File: src/rtl/fetch_sequencer_pkg.sv
// fetch_sequencer_pkg: fetch-stage state encoding and word/PC constants
package fetch_sequencer_pkg;
    typedef enum logic [1:0] {IDLE, WAIT, VALID, DONE} state_t;
    localparam int INSTR_W = 32;
    localparam int PC_STEP = 4;
endpackage

File: src/rtl/fetch_sequencer_if.sv
// fetch_sequencer_if: instruction memory, decode handshake and control signals of the fetch stage
interface fetch_sequencer_if;
    import fetch_sequencer_pkg::*;
    logic               start;
    logic [INSTR_W-1:0] imem_addr;
    logic [INSTR_W-1:0] imem_instr;
    logic [INSTR_W-1:0] instr;
    logic [INSTR_W-1:0] instr_pc;
    logic               instr_valid;
    logic               instr_ready;
    logic               redirect;
    logic [INSTR_W-1:0] redirect_pc;
    logic               done;
    modport master (
        input  start, imem_instr, instr_ready, redirect, redirect_pc,
        output imem_addr, instr, instr_pc, instr_valid, done
    );
    modport slave (
        output start, imem_instr, instr_ready, redirect, redirect_pc,
        input  imem_addr, instr, instr_pc, instr_valid, done
    );
endinterface

File: src/rtl/fetch_sequencer.sv
// fetch_sequencer: owns the PC, waits out the memory read, and hands fetched words to decode
module fetch_sequencer
    import fetch_sequencer_pkg::*;
#(
    parameter int                 RD_CYCLES = 2,
    parameter int                 MEM_SIZE  = 40,
    parameter logic [INSTR_W-1:0] RESET_PC  = '0
) (
    input logic               clk,
    input logic               reset,
    fetch_sequencer_if.master bus
);
    state_t             state, state_n;
    logic [INSTR_W-1:0] pc, pc_n, instr_n, instr_pc_n;
    logic [7:0]         cnt, cnt_n;
    logic               valid_n, done_n;

    assign bus.imem_addr = pc;

    always_ff @(posedge clk) begin
        if (reset) begin
            state           <= IDLE;
            pc              <= RESET_PC;
            cnt             <= '0;
            bus.instr       <= '0;
            bus.instr_pc    <= '0;
            bus.instr_valid <= 1'b0;
            bus.done        <= 1'b0;
        end else begin
            state           <= state_n;
            pc              <= pc_n;
            cnt             <= cnt_n;
            bus.instr       <= instr_n;
            bus.instr_pc    <= instr_pc_n;
            bus.instr_valid <= valid_n;
            bus.done        <= done_n;
        end
    end

    // redirect overrides start and a same-cycle handshake; an in-flight read is dropped
    always_comb begin
        state_n    = state;
        pc_n       = pc;
        cnt_n      = cnt;
        instr_n    = bus.instr;
        instr_pc_n = bus.instr_pc;
        valid_n    = bus.instr_valid;
        done_n     = bus.done;
        if (bus.redirect) begin
            pc_n    = {bus.redirect_pc[INSTR_W-1:2], 2'b00};
            cnt_n   = '0;
            valid_n = 1'b0;
            done_n  = 1'b0;
            state_n = WAIT;
        end else begin
            case (state)
                IDLE: if (bus.start) begin
                    state_n = WAIT;
                    pc_n    = RESET_PC;
                    cnt_n   = '0;
                end
                WAIT: if (cnt == 8'(RD_CYCLES - 1)) begin
                    instr_n    = bus.imem_instr;
                    instr_pc_n = pc;
                    valid_n    = 1'b1;
                    pc_n       = pc + INSTR_W'(PC_STEP);
                    state_n    = VALID;
                end else begin
                    cnt_n = cnt + 8'd1;
                end
                VALID: if (bus.instr_ready) begin
                    valid_n = 1'b0;
                    cnt_n   = '0;
                    done_n  = pc >= INSTR_W'(MEM_SIZE);
                    state_n = (pc >= INSTR_W'(MEM_SIZE)) ? DONE : WAIT;
                end
                default: ;
            endcase
        end
    end
endmodule

File: src/flat_wrapper.sv
// flat-port wrapper written by rule: the top's interface ports become plain ports
module fetch_sequencer_flat import fetch_sequencer_pkg::*;
#(
    parameter int                 RD_CYCLES = 2,
    parameter int                 MEM_SIZE  = 40,
    parameter logic [INSTR_W-1:0] RESET_PC  = '0
)
  (clk, reset, bus_start, bus_imem_instr, bus_instr_ready, bus_redirect, bus_redirect_pc, bus_imem_addr, bus_instr, bus_instr_pc, bus_instr_valid, bus_done);
  fetch_sequencer_if bus_i ();
  input logic clk;
  input logic reset;
  input wire logic [$bits(bus_i.start)-1:0] bus_start;
  input wire logic [$bits(bus_i.imem_instr)-1:0] bus_imem_instr;
  input wire logic [$bits(bus_i.instr_ready)-1:0] bus_instr_ready;
  input wire logic [$bits(bus_i.redirect)-1:0] bus_redirect;
  input wire logic [$bits(bus_i.redirect_pc)-1:0] bus_redirect_pc;
  output wire logic [$bits(bus_i.imem_addr)-1:0] bus_imem_addr;
  output wire logic [$bits(bus_i.instr)-1:0] bus_instr;
  output wire logic [$bits(bus_i.instr_pc)-1:0] bus_instr_pc;
  output wire logic [$bits(bus_i.instr_valid)-1:0] bus_instr_valid;
  output wire logic [$bits(bus_i.done)-1:0] bus_done;
  assign bus_i.start = bus_start;
  assign bus_i.imem_instr = bus_imem_instr;
  assign bus_i.instr_ready = bus_instr_ready;
  assign bus_i.redirect = bus_redirect;
  assign bus_i.redirect_pc = bus_redirect_pc;
  assign bus_imem_addr = bus_i.imem_addr;
  assign bus_instr = bus_i.instr;
  assign bus_instr_pc = bus_i.instr_pc;
  assign bus_instr_valid = bus_i.instr_valid;
  assign bus_done = bus_i.done;
  fetch_sequencer #(.RD_CYCLES(RD_CYCLES), .MEM_SIZE(MEM_SIZE), .RESET_PC(RESET_PC)) u_core (.clk(clk), .reset(reset), .bus(bus_i));
endmodule
File: config.mk
export PLATFORM = sky130hd
export DESIGN_NAME = fetch_sequencer_flat
export DESIGN_NICKNAME = d
export VERILOG_FILES = /design/src/rtl/fetch_sequencer_pkg.sv /design/src/rtl/fetch_sequencer_if.sv /design/src/rtl/fetch_sequencer.sv /design/src/flat_wrapper.sv
export SDC_FILE = /design/constraint.sdc
export NUM_CORES = 1
export LEC_CHECK = 0
export CAP_MARGIN = 10
export CORE_MARGIN = 2
export CORE_UTILIZATION = 30
export CTS_CLUSTER_DIAMETER = 200
export DETAILED_ROUTE_END_ITERATION = 10
export PLACE_DENSITY_LB_ADDON = 0.2
export SLEW_MARGIN = 20
export SYNTH_ARGS = -nofsm -noshare
export SYNTH_HDL_FRONTEND = slang
export SYNTH_SLANG_ARGS = --single-unit
File: constraint.sdc
create_clock -name clk -period 5.1 [get_ports clk]
set_input_delay 0.51 -clock clk [delete_from_list [all_inputs] [get_ports clk]]
set_output_delay 0.51 -clock clk [all_outputs]
set_load 0.01 [all_outputs]
======== After elaboration in Yosys (flattened, before gate mapping) ========
Index checks and enable logic that the tools add are counted.
storage, ports and cells
  flip-flop bits (word level) ............. 108
  latch bits .............................. 0
  memory bits (writable) .................. 0
  bits in read-only memories .............. 0
  output and inout port bits .............. 98
  logic and storage cells ................. 55
  memories ................................ 0
cells by class
  add/sub/neg operators ................... 2
  multipliers ............................. 0
  divide/modulo/power cells ............... 0
  magnitude comparators ................... 1
  equal/unequal tests ..................... 10
  shift-type cells ........................ 0
  muxes and demuxes ....................... 17
  bitwise logic cells ..................... 1
  reductions and logical operators ........ 15
operators with widths
  operator                                                count
  two-way mux 32 bit                                      3
  one-hot mux 32 bit (2 select lines)                     1
  adder 32 x 3 -> 32 bit (second input constant)          1
  >= comparator 32 x 6 -> 1 bit (second input constant)   1
  two-way mux 8 bit                                       3
  one-hot mux 8 bit (3 select lines)                      1
  AND reduction 3 bit                                     4
  AND reduction 4 bit                                     3
  adder 8 x 1 -> 8 bit (second input constant)            1
  equality test 8 x 1 -> 1 bit (second input constant)    1
  two-way mux 2 bit                                       4
  inequality test 2 bit (second input constant)           3
  inequality test 3 bit (second input constant)           2
  one-hot mux 2 bit (3 select lines)                      1
  nonzero test 3 bit                                      2
  nonzero test 2 bit                                      2
  nonzero test 4 bit                                      1
  two-way mux 1 bit                                       3
  inequality test 3 x 2 -> 1 bit (second input constant)  1
  equality test 2 x 1 -> 1 bit (second input constant)    1
  equality test 2 bit (second input constant)             1
  zero test 2 bit                                         1
  inequality test 2 x 1 -> 1 bit (second input constant)  1
  one-hot mux 1 bit (2 select lines)                      1
  other kinds (3)                                         3

======== Logic depth before layout (Yosys ltp) ========
  depth after elaboration ................. 5
  gate-level depth with buffers ........... 10
  gate-level depth less buffers ........... 7

======== Worst setup path after synthesis ========
No wires, ideal clock.
  path type ............................... reg2reg
  from .................................... register u_core.pc[3], in the netlist u_core.bus.imem_addr[3]
  to ...................................... register u_core.pc[24], in the netlist u_core.bus.imem_addr[24]
  arrival ................................. 2162 ps
  data required time ...................... 5042 ps
  setup slack ............................. 2881 ps
  stages on the path, launching flop included .. 8
  clock period less this slack ............ 2219 ps
  cells stage by stage .................... dfxtp_1 -> ha_1 -> nand4_1 -> or4_1 -> buf_2 -> or4_1 -> a21oi_1 -> o21a_1
between the ends
  longest elaborated chain between the ends .. 4
ends and longest elaborated chain
  item                                 RTL line               source
  start, declared                      fetch_sequencer.sv:14  logic [INSTR_W-1:0] pc, pc_n, instr_n, instr_pc_n;
  start signal, assigned               fetch_sequencer.sv:31  pc <= pc_n;
  adder 32 x 3 -> 32 bit               fetch_sequencer.sv:66  pc_n = pc + INSTR_W'(PC_STEP);
  two-way mux 32 bit                   fetch_sequencer.sv:62  WAIT: if (cnt == 8'(RD_CYCLES - 1)) begin
  one-hot mux 32 bit (2 select lines)  fetch_sequencer.sv:56  case (state)
  two-way mux 32 bit                   fetch_sequencer.sv:49  if (bus.redirect) begin
Every way passes these cells. The select of a mux whose other input is x is not followed.
A chain may end at the register's enable or synchronous reset.

======== Worst setup path in the final report ========
  from .................................... register u_core.state[1]
  to ...................................... register u_core.pc[16], in the netlist u_core.bus.imem_addr[16]
between the ends
  longest elaborated chain between the ends .. 3
  elaborated cells between the ends (all ways) .. 8
ends and longest elaborated chain
  item                                                                        RTL line               source
  start, declared                                                             fetch_sequencer.sv:13  state_t state, state_n;
  start signal, assigned                                                      fetch_sequencer.sv:30  state <= state_n;
  equality test 2 x 1 -> 1 bit / zero test 2 bit (equally long branches)      fetch_sequencer.sv:56
  inequality test 3 x 2 -> 1 bit (no line) (tied with other cells)            n/a
  AND reduction 3 bit (no line) / two-way mux 32 bit (equally long branches)  n/a
Several ways; a longest one is shown, not always the timed one.

==> out/metrics.csv <==
stage;metric;value;unit
status;status;completed;
synth;synth-seq-cells;108;
sta;max_freq;319;MHz
floorplanning;boundaryPins;167;
sta;slew_headroom;0.323;
synth;synthTopCellsByArea;dfxtp_1 (43%), nand2_1 (13%), a21oi_1 (9.7%);
power;p_leak;0.00227;uW
placement;placedCellCount;989;
drt;ant_nets;0;
drt;drt_iter0_drc;259;
sta;finalHoldViolCount;0;
setup_path;critPathMaxFanout;12;
drt;wl;16100;um
synth;synth_top_cell_by_area;dfxtp_1;
sta;finalMaxSlewViolations;0;
sta;worstMarginPinSlew;1.02;ns
drt;routedWlPerCell;16.1;um
setup_path;r2r_cells;7;
setup_path;crit_required;5.36;ns
cells_and_area;area_growth;41.3;%
cells_and_area;stdcell_area;7060;um2
setup_path;crit_path_cell_trace;inv_1 -> ha_1 -> nor2b_1 -> nand4_1 -> nor2_1 -> a221oi_1 -> a311oi_1;
drt;drc;0;
sta;hold_slack;0.455;ns
drt;drt-vias-per-instance;5.14;
clock_network;clock_sinks;108;
clock_network;cts_resized;0;
grt;grtUsageTotal;0.181;
setup_path;cp_slowest_cell;nand4_1;
clock_network;clk_path_buf_depth;2;
cells_and_area;diodes;0;
synth;synth-async-reset-ratio;0;
clock_network;numCtsBuffers;9;
sta;setup_violations;0;
grt;grt_pass1_wl;25900;um
power;power_density;265;nW/um2
power;total_power;1870;uW
sta;rsz0062_at_grt;no;
sta;tns;0;ns
sta;skew;0.00961;ns
placement;dp_hpwl;11300;um
cells_and_area;fin_nets;858;
clock_network;root_buffer;clkbuf_16;
clock_network;cts_setup_buffers;0;
grt;grt_pass1_vias;4868;
grt;antenna_found_initial;0;
sta;period_needed;3.13;ns
synth;syn_inst;652;
cells_and_area;instances_no_fill;1005;
synth;synth_fp_nets;730;
worst_hold_path;hold-path-cell-count;2;
floorplanning;start_util;0.305;
synth;avgSynthCellArea;7.66;um2
cells_and_area;final_cell_mix;nand2_1 (166), clkdlybuf4s50_1 (163), dfxtp_1 (108);
synth;syn_area;5000;um2
floorplanning;die_w;133;um
run;max_cap_viol_count;0;
floorplanning;die-area;17700;um2
setup_path;startpoint_type;flop;
synth;ys_warn_count;0;
drt;vias;5162;
cells_and_area;final_common_cell;nand2_1;
cells_and_area;drive_gt1_frac;0.0471;
power;vdd_ir_drop_max;192;uV
clock_network;cts_tree;yes;
clock_network;htreeDepth;3;
synth;yosysTopAreaCellShare;0.433;
synth;synth_flop_cell;dfxtp_1;
clock_network;clk_latency;0.36;ns
setup_path;max_stage_delay;0.73;ns
placement;dpl-instance-area;6760;um2
setup_path;worstSetupEndpointType;flop;
clock_network;cts_hold_buf;0;
placement;gp_congestion;0.830;
floorplanning;coreArea;16400;um2
drt;firstDrtPassIters;5;
grt;grt_overflow;0;
clock_network;clkTransAtPathRegs;0.08;ns
setup_path;arrival;3.39;ns
sta;fin_crit_sh;0.614;
synth;synth_edf_count;0;
floorplanning;num_rows;47;
worst_hold_path;worstHoldPathType;flop to flop;
setup_path;criticalPathCategory;flop to flop;
synth;ys_seq_area_frac;0.433;
placement;portBuffers;164;
floorplanning;dieHeight;133;um
grt;grt_max_degree;94;
synth;ys_types;59;
cells_and_area;fillers;1605;
-- final cells by class --
type	count	area, um2	share of cell area
well taps	220	275	0.0390
flip-flops and latches	108	2160	0.306
repair buffers	169	1680	0.237
clock buffers	9	225	0.0319
clock inverters	7	76.3	0.0108
multi-input cells	486	2620	0.372
inverters	6	22.5	0.00319
-- per-layer routing --
metal | vias to the layer above | part of all wire | global-route usage
li1 | 2562 | - | -
met5 | - | 0 | 0
met1 | 2435 | 0.47 | 0.243
met2 | 148 | 0.46 | 0.290
met3 | 17 | 0.047 | 0.0352
met4 | 0 | 0.016 | 0.0621
-- cell usage after synthesis, drive strengths merged, types with 3 or more instances --
cell type and n:
nor2b 5, ha 9, nor4 11, a22oi 6
nor3 21, xor2 4, o211ai 5, nor2 23
a31oi 9, a221oi 5, and2 3, o31ai 3
buf 7, or2 4, o21ai 18, nor3b 3
a21boi 4, or3 7, clkbuf 45, dfxtp 108
inv 6, and3 10, nand3 14, o21a 3
nand4 15, nand2 167, or4 6, a21oi 97
-- flip-flops by register name, indices dropped and copies added, names as in the netlist --
signal and cells:
u_core.bus.instr_pc 32, u_core.bus.imem_addr 32, u_core.state 2, u_core.bus.instr 32
u_core.cnt 8, u_core.bus.done 1, u_core.bus.instr_valid 1
-- power by group --
group | switching [uW] | internal [uW] | leakage (uW) | total (uW)
Sequential | 42.0 | 864 | 0.000876 | 906
Combinational | 120 | 125 | 0.00125 | 245
Clock | 334 | 384 | 0.000142 | 718
Total | 496 | 1370 | 0.00227 | 1870
-- kinds of logic after synthesis --
group,Yosys count,synth area share
buffers and inverters,58,0.0453
multiplexers,2,0.00451
AND/OR/NAND/NOR,296,0.277
AO/OA/AOI/OAI,173,0.207
adder cells (fa/ha/maj),9,0.0225
XOR/XNOR,6,0.0105
flip-flops,108,0.433
-- per-stage QoR --
step / utilization / setup slack (ns)
2_1_floorplan: - / 2.88
3_3_place_gp: 0.412 / 1.74
3_5_place_dp: 0.412 / 1.71
4_1_cts: 0.430 / 2.04
5_1_grt: 0.430 / 1.78
6_report: 0.430 / 1.97
-- path summary, 6_finish.rpt --
| kind | endpoint | slack [ns] | from |
|---|---|---|---|
| max | u_core.bus.imem_addr[16] | 1.97 | u_core.state[1] |
| min | u_core.bus.instr[27] | 0.45 | u_core.bus.instr[27] |
| max reg2reg | u_core.bus.imem_addr[16] | 1.97 | u_core.state[1] |
| min reg2reg | u_core.bus.instr[27] | 0.45 | u_core.bus.instr[27] |
-- critical path, delay by kind of cell, from the launching register on --
family,cells,cell delay [ns]
AOI/OAI and AO/OA,2,0.38
adders and majority gates,1,0.38
buffers and inverters,1,0.13
DFF,1,0.33
and+or+nand+nor,3,1.81
Power figures use the tool's default switching activity.
